===== config.mk =====
export PLATFORM = sky130hd
export DESIGN_NAME = pio_write_arbiter
export DESIGN_NICKNAME = d
export VERILOG_FILES = /design/src/rtl/pio_write_arbiter.sv
export SDC_FILE = /design/constraint.sdc
export NUM_CORES = 1
export LEC_CHECK = 0
export CORE_ASPECT_RATIO = 1.1
export CORE_UTILIZATION = 40
export CTS_CLUSTER_DIAMETER = 30
export CTS_CLUSTER_SIZE = 14
export DETAILED_ROUTE_END_ITERATION = 8
export GPL_ROUTABILITY_DRIVEN = 1
export PLACE_DENSITY_LB_ADDON = 0.12
export SYNTH_ARGS = -nofsm -noshare
export SYNTH_HDL_FRONTEND = slang
export SYNTH_SLANG_ARGS = --single-unit

===== constraint.sdc =====
create_clock -name clk -period 5.4 [get_ports clk]
set_clock_uncertainty 0.2 [all_clocks]
set_input_delay 1.08 -clock clk [delete_from_list [all_inputs] [get_ports clk]]
set_output_delay 1.08 -clock clk [all_outputs]
set_load 0.01 [all_outputs]

===== src/rtl/pio_write_arbiter.sv =====
// Round-robin arbiter that turns per-requester write/set/clear operations into
// single-cycle Avalon-MM writes to an output PIO, keeping a shadow of the port.
module pio_write_arbiter #(
  parameter int N_REQ  = 4,
  parameter int DATA_W = 8
) (
  input  logic                    clk,
  input  logic                    reset_n,
  input  logic [N_REQ-1:0]        req,
  input  logic [2*N_REQ-1:0]      req_op,
  input  logic [DATA_W*N_REQ-1:0] req_data,
  output logic [N_REQ-1:0]        ack,
  output logic [2:0]              avm_address,
  output logic                    avm_chipselect,
  output logic                    avm_write_n,
  output logic [31:0]             avm_writedata,
  output logic [DATA_W-1:0]       shadow,
  output logic                    busy
);
  // Handshake: requester i holds req[i] with a stable op/data until it sees a
  // one-cycle ack[i]; op/data are sampled only on the granting edge, and a req
  // still high once the arbiter is back in IDLE counts as a fresh request.

  localparam int IDX_W = (N_REQ > 1) ? $clog2(N_REQ) : 1;

  localparam logic [1:0] OP_WRITE = 2'b00;
  localparam logic [1:0] OP_SET   = 2'b01;
  localparam logic [1:0] OP_CLEAR = 2'b10;
  localparam logic [1:0] OP_NOP   = 2'b11;

  localparam logic [2:0] ADDR_DATA = 3'd0;
  localparam logic [2:0] ADDR_SET  = 3'd4;
  localparam logic [2:0] ADDR_CLR  = 3'd5;

  typedef enum logic [1:0] {
    ST_IDLE  = 2'd0,
    ST_ISSUE = 2'd1,
    ST_DONE  = 2'd2
  } state_t;

  state_t state_q, state_d;

  logic [IDX_W-1:0]  last_grant_q;
  logic [IDX_W-1:0]  grant_q;
  logic [1:0]        op_q;
  logic [DATA_W-1:0] data_q;

  logic [IDX_W-1:0]  pick_idx;
  logic              pick_valid;
  logic [IDX_W:0]    scan_idx;

  logic [1:0]        op_arr   [N_REQ];
  logic [DATA_W-1:0] data_arr [N_REQ];

  logic [N_REQ-1:0]  ack_d;
  logic [2:0]        addr_d;
  logic              cs_d;
  logic              wn_d;
  logic [31:0]       wd_d;
  logic [DATA_W-1:0] shadow_d;
  logic              busy_d;

  always_comb begin
    for (int i = 0; i < N_REQ; i++) begin
      op_arr[i]   = req_op[2*i +: 2];
      data_arr[i] = req_data[DATA_W*i +: DATA_W];
    end
  end

  // Scan starts just after the last granted requester and wraps, so the most
  // recently served requester has lowest priority.
  always_comb begin
    pick_valid = 1'b0;
    pick_idx   = '0;
    scan_idx   = '0;
    for (int k = 1; k <= N_REQ; k++) begin
      scan_idx = {1'b0, last_grant_q} + (IDX_W+1)'(k);
      if (scan_idx >= (IDX_W+1)'(N_REQ)) scan_idx = scan_idx - (IDX_W+1)'(N_REQ);
      if (!pick_valid && req[scan_idx[IDX_W-1:0]]) begin
        pick_valid = 1'b1;
        pick_idx   = scan_idx[IDX_W-1:0];
      end
    end
  end

  always_ff @(posedge clk or negedge reset_n) begin
    if (!reset_n) state_q <= ST_IDLE;
    else          state_q <= state_d;
  end

  always_comb begin
    state_d = state_q;
    case (state_q)
      ST_IDLE:  if (pick_valid) state_d = ST_ISSUE;
      ST_ISSUE: state_d = ST_DONE;
      ST_DONE:  state_d = ST_IDLE;
      default:  state_d = ST_IDLE;
    endcase
  end

  // Next values of the registered outputs: bus strobes are loaded on the
  // granting edge, shadow and ack on the edge that ends ISSUE.
  always_comb begin
    cs_d     = 1'b0;
    wn_d     = 1'b1;
    addr_d   = '0;
    wd_d     = '0;
    ack_d    = '0;
    shadow_d = shadow;
    busy_d   = (state_d != ST_IDLE);
    case (state_q)
      ST_IDLE: begin
        if (pick_valid) begin
          case (op_arr[pick_idx])
            OP_WRITE: begin
              cs_d = 1'b1; wn_d = 1'b0; addr_d = ADDR_DATA; wd_d = 32'(data_arr[pick_idx]);
            end
            OP_SET: begin
              cs_d = 1'b1; wn_d = 1'b0; addr_d = ADDR_SET; wd_d = 32'(data_arr[pick_idx]);
            end
            OP_CLEAR: begin
              cs_d = 1'b1; wn_d = 1'b0; addr_d = ADDR_CLR; wd_d = 32'(data_arr[pick_idx]);
            end
            default: ;
          endcase
        end
      end
      ST_ISSUE: begin
        ack_d[grant_q] = 1'b1;
        case (op_q)
          OP_WRITE: shadow_d = data_q;
          OP_SET:   shadow_d = shadow | data_q;
          OP_CLEAR: shadow_d = shadow & ~data_q;
          default:  ;
        endcase
      end
      default: ;
    endcase
  end

  always_ff @(posedge clk or negedge reset_n) begin
    if (!reset_n) begin
      grant_q      <= '0;
      op_q         <= OP_NOP;
      data_q       <= '0;
      last_grant_q <= IDX_W'(N_REQ - 1);
    end else begin
      if (state_q == ST_IDLE && pick_valid) begin
        grant_q <= pick_idx;
        op_q    <= op_arr[pick_idx];
        data_q  <= data_arr[pick_idx];
      end
      if (state_q == ST_DONE) last_grant_q <= grant_q;
    end
  end

  always_ff @(posedge clk or negedge reset_n) begin
    if (!reset_n) begin
      ack            <= '0;
      avm_address    <= '0;
      avm_chipselect <= 1'b0;
      avm_write_n    <= 1'b1;
      avm_writedata  <= '0;
      shadow         <= '0;
      busy           <= 1'b0;
    end else begin
      ack            <= ack_d;
      avm_address    <= addr_d;
      avm_chipselect <= cs_d;
      avm_write_n    <= wn_d;
      avm_writedata  <= wd_d;
      shadow         <= shadow_d;
      busy           <= busy_d;
    end
  end

endmodule

# Word level (Yosys, flattened, before mapping)
# Cells that the tools add are included.
# totals
regBits,66
input_bits,46
out_inout_bits,50
word_cells,100
# classes
addsub,8
magnitude_cmp,11
eq_ne,6
mux,44
n_bitwise,4
reduce_logical,15
# op_table
operator,n
$mux W8,5
$pmux W8 S3,1
$mux W2,11
$bmux W8 S2,1
$ge A3 B3 Y1 const B,5
$lt A2 B3 Y1 const B,5
$mux W1,15
$and A8 B8 Y8,1
$bmux W1 S2,4
$not A8 Y8,1
$or A8 B8 Y8,1
$sub A2 B1 Y2 const B,4
$add A2 B2 Y3 const B,2
$eq A2 B1 Y1 const B,3
$eq A2 B2 Y1 const B,3
$logic_not A2 Y1,3
$mux W3,2
$pmux W3 S2,1
$logic_and A1 B1 Y1,5
$bmux W2 S2,1
$mux W4,1
$pmux W2 S2,1
$add A2 B1 Y3 const B,1
$add A2 B3 Y3 const B,1
other kinds (8),10

# Logic depth before layout (Yosys ltp)
# logic_depth
ltp_word,24
depth_mapped,11
depth_no_buf,8

# Worst setup path before layout
# No wires, ideal clock.
# synth_path
path_type,in2reg
start,input req[2]
end,register avm_chipselect
setup_ps,136
t_arrival_ps,2563
required_time_ps,5064
slack_ps,2501
stages,10
n_path_buf,3
path_cell_list,nand2b_1 > a21o_1 > buf_6 > buf_4 > a31oi_1 > nor3_1 > a21oi_1 > ha_1 > clkbuf_1 > nor2_1
# synth_via
elab_chain_len,21
elab_cells_between_ends,33
classes_between,2 x eq/ne; 22 x mux; 1 x bitwise; 8 x reduce/logical
# synth_rtl
item,line,source
"start, declared",9,"input logic [N_REQ-1:0] req,"
$bmux W1 S2,79,if (!pick_valid && req[scan_idx[IDX_W-1:0]]) begin
$mux W1 (not written as such),79,
$mux W1,79,
$logic_not A1 Y1,79,
$logic_and A1 B1 Y1,79,
$mux W1,79,
$logic_not A1 Y1,79,
$logic_and A1 B1 Y1,79,
[... 5 more ...],--,
$bmux W2 S2,114,case (op_arr[pick_idx])
$mux W2 (not written as such) (2 in a row),114,
"$eq A2 B2 Y1, or another cell as far along",114,
$reduce_or A3 Y1 (no source line),--,
$mux W1,114,
$mux W1 (*),113,if (pick_valid) begin
$mux W1 (*),111,case (state_q)
named net cs_d,57,logic cs_d;
"end signal, assigned",169,avm_chipselect <= cs_d;
"end, declared",14,"output logic avm_chipselect,"
# Mark *: on every way through the listed nets, which the timed path passes. The rest lies on a longest branch. The select of a mux whose other input is x is not followed.
# A chain may end at the register's enable or synchronous reset.

# Worst setup path in the final report
# layout_path
start,input req[1]
end,register avm_write_n
# layout_via
elab_chain_len,21
elab_cells_between_ends,33
classes_between,2 x eq/ne; 22 x mux; 1 x bitwise; 8 x reduce/logical
# layout_rtl
item,line,source
$bmux W1 S2,79,
$mux W1 (not written as such),79,
$mux W1,79,
$logic_not A1 Y1,79,
$logic_and A1 B1 Y1,79,
$mux W1,79,
$logic_not A1 Y1,79,
$logic_and A1 B1 Y1,79,
[... 5 more ...],--,
$bmux W2 S2,114,
$mux W2 (not written as such) (2 in a row),114,
"$eq A2 B2 Y1, or another cell as far along",114,
$reduce_or A3 Y1 (no source line),--,
$mux W1,114,
$mux W1 (*),113,
$mux W1 (*),111,
named net wn_d,58,logic wn_d;
"end signal, assigned",170,avm_write_n <= wn_d;
"end, declared",15,"output logic avm_write_n,"
# Marked as above.

==> out/metrics.cfg <==
[routing]
vias = 2027
wire_per_inst_um = 12.4
vias_per_cell = 4.94
drtAntennaViolNets = 0
drt_iter0_markers = 57
routed_wirelength_mm = 5.07
dr.pass1.iters = 4
drc = 0

[setup_path]
cp.buffers_inverters = 2
path_cells = clkdlybuf4s50_1 > nand2b_1 > a21o_1 > and3_4 > mux2i_2 > a21oi_1 > ha_1 > nor2_1 > inv_1
critPathSlowestCell = a21o_1
startpoint_type = input port
cp.required_ns = 5.42
r2r-end = avm_write_n
critPathMaxStageDelay_ns = 0.76
crit_type = in -> reg
crit_arrival_ns = 3.79
r2r_start = last_grant_q[0]
crit_family = compound AO/OA/AOI/OAI gates
rr_worst_depth = 8
r2r_setup_slack_ns = 2.36
worstPathMaxFanout = 38
end_kind = register

[yosys]
ys.flop_type = dfrtp_1
synth.top_cells.by_area = dfrtp_1, buf_4, and4_1
ys_ff_latch = 41
ys_async_sr_fraction = 1.00
ys_seq_area_frac = 0.420
synth_top_area_frac = 0.366
yosys.area.top_type = dfrtp_1
netlist_instances = 270
synth_area_mm2 = 0.00246
yosysWarnings = 0
synth-edff-count = 0
avgSynthCellArea_um2 = 9.11
yosysUniqueCellTypes = 43

[clock_network]
clkTransAtPathRegs_ns = 0.08
clk_latency_ns = 0.28
cts_buffer_depth = 2
clock_sinks = 41
cts_buffers = 5
post-cts-setup-buffers = 0
cts_hold_buffers = 0
htree_levels = 2
root_buffer = clkbuf_8
cts_tree = built
cts_resized = 0

[floorplanning]
start_util = 0.421
die_w_um = 76.8
core_mm2 = 0.00584
num_rows = 29
pin_count = 96
die_h_um = 84.2
fp.dieArea_mm2 = 0.00646

[placed_design]
postPlaceCellArea_mm2 = 0.00306
portBuffers = 70
dp.cells = 402
place_hpwl_mm = 3.84
place_congestion = 0.814
post-place-ws_ns = 1.36

[global_routing]
grt_pass1_vias = 1803
grt_first_pass_wirelength_mm = 8.56
groute.usage.overall = 0.167
antenna_found_initial = 0
grt_max_degree = 42
grt_overflow = 0

[sta]
timing.fmax_mhz = 265
fin_crit_ns = 3.77
slew_viol_final = 0
post-route-period-util = 0.699
hold_viol = 0
slew_headroom = 0.350
fin_tns_setup_ns = 0
setup_violations = 0
fin_ws_ns = 1.63
rsz0062_at_grt = no
worst_pin_slew_ns = 0.975

[layout]
nFillCells = 545
drive_gt1_frac = 0.0811
stdcell_count = 410
layout.nets = 383
multi_input_area_mm2 = 0.00114
fin_area_mm2 = 0.00318
n_antenna_cell = 0
area_growth_pct = 29.4
regArea_mm2 = 0.00103

[power]
leakagePower_nw = 1.45
power_density_mw_per_mm2 = 518
finalPower_mw = 1.65
peakVddDrop_mv = 0.190

[hold_path]
hold_class = reg -> reg
hold-path-cell-count = 2
min_to = shadow[4]
worstHoldStart = shadow[4]

[status]
run_status = completed

[flow_run]
drv_cap = 0

-- area by class of cell --
type	count	area share
clock buffer	7	0.0271
sequential	41	0.325
clock inverter	1	0.00944
multi-input combinational	189	0.359
inverter	24	0.0283
tap	77	0.0303
timing repair buffer	71	0.221
-- flip-flops by register name (all words and copies together), names as in the netlist --
| register | flops |
|---|---|
| ack | 4 |
| avm_chipselect | 1 |
| busy | 1 |
| shadow | 8 |
| avm_write_n | 1 |
| last_grant_q | 2 |
| avm_address | 2 |
| state_q | 2 |
| avm_writedata | 8 |
| data_q | 8 |
| grant_q | 2 |
| op_q | 2 |
-- power breakdown --
group	internal [mW]	switching (mW)	total, mW
clock	0.151	0.0972	0.248
combinational	0.402	0.435	0.837
sequential	0.462	0.0995	0.562
-- metal layers --
layer	track usage	vias up	wire, um	share of wire
li1	-	1028	-	-
met1	0.236	923	2420	0.48
met2	0.258	70	2360	0.46
met3	0.0272	6	234	0.046
met4	0.0577	0	60	0.012
met5	0	-	0	0
-- cells by family after synthesis --
group,after synthesis,share of synthesized area
AO/OA/AOI/OAI,81,0.197
AND/OR/NAND/NOR,74,0.185
buffers and inverters,64,0.152
flip-flops,41,0.420
adder cells (fa/ha/maj),5,0.0254
multiplexers,4,0.0188
other,1,0.00153
-- worst max-delay path by stage --
stage	cells after the start	slack [ns]	to	start
floorplan	10	2.50	avm_chipselect	req[2]
global placement	9	1.46	avm_write_n	req[1]
detailed placement	9	1.36	avm_write_n	req[1]
CTS	9	1.67	avm_write_n	req[1]
global route	9	1.34	avm_write_n	req[1]
finish	9	1.63	avm_write_n	req[1]
-- worst min-delay path, cell delays in order, from the launching register on --
cell     delay [ns]
dfrtp_1        0.35
a21oi_1        0.04
a21oi_1        0.10
-- Yosys cell counts (2+ instances only) --
| library cell | count |
|---|---|
| nand3_1 | 8 |
| inv_1 | 23 |
| a21oi_1 | 27 |
| ha_1 | 5 |
| dfstp_2 | 5 |
| and4_1 | 17 |
| mux2_2 | 2 |
| o22ai_1 | 8 |
| dfrtp_1 | 36 |
| nor3_1 | 3 |
| o21ai_1 | 17 |
| a31oi_1 | 17 |
| nor2b_1 | 8 |
| nand2_1 | 16 |
| a21o_1 | 2 |
| buf_4 | 27 |
| clkbuf_1 | 6 |
| buf_6 | 4 |
| nand2b_1 | 5 |
| o211ai_1 | 2 |
| buf_2 | 2 |
| nor2_1 | 9 |
-- through the flow --
stage | util | hold slack (ns)
after floorplan | - | 0.263
after CTS | 0.544 | 0.338
final | 0.544 | 0.331
after detailed placement | 0.525 | 0.319
after global routing | 0.544 | 0.360
after global placement | 0.525 | 0.312
-- layout by cell type, fill, tap and decap left out, types with 2 or more instances in the layout --
master           instances
nor3_1                   3
nand2b_1                 5
a31oi_1                 17
clkdlybuf4s50_1         69
dfstp_2                  5
nand2_1                 16
a21oi_1                 27
clkbuf_8                 6
conb_1                  25
a21o_1                   2
dfrtp_1                 36
o21ai_1                 17
and4_1                  17
nand3_1                  8
o211ai_1                 2
ha_1                     5
mux2_2                   2
o22ai_1                  8
nor2b_1                  8
nor2_1                   9
inv_1                   23
(Power assumes the default switching activity.)
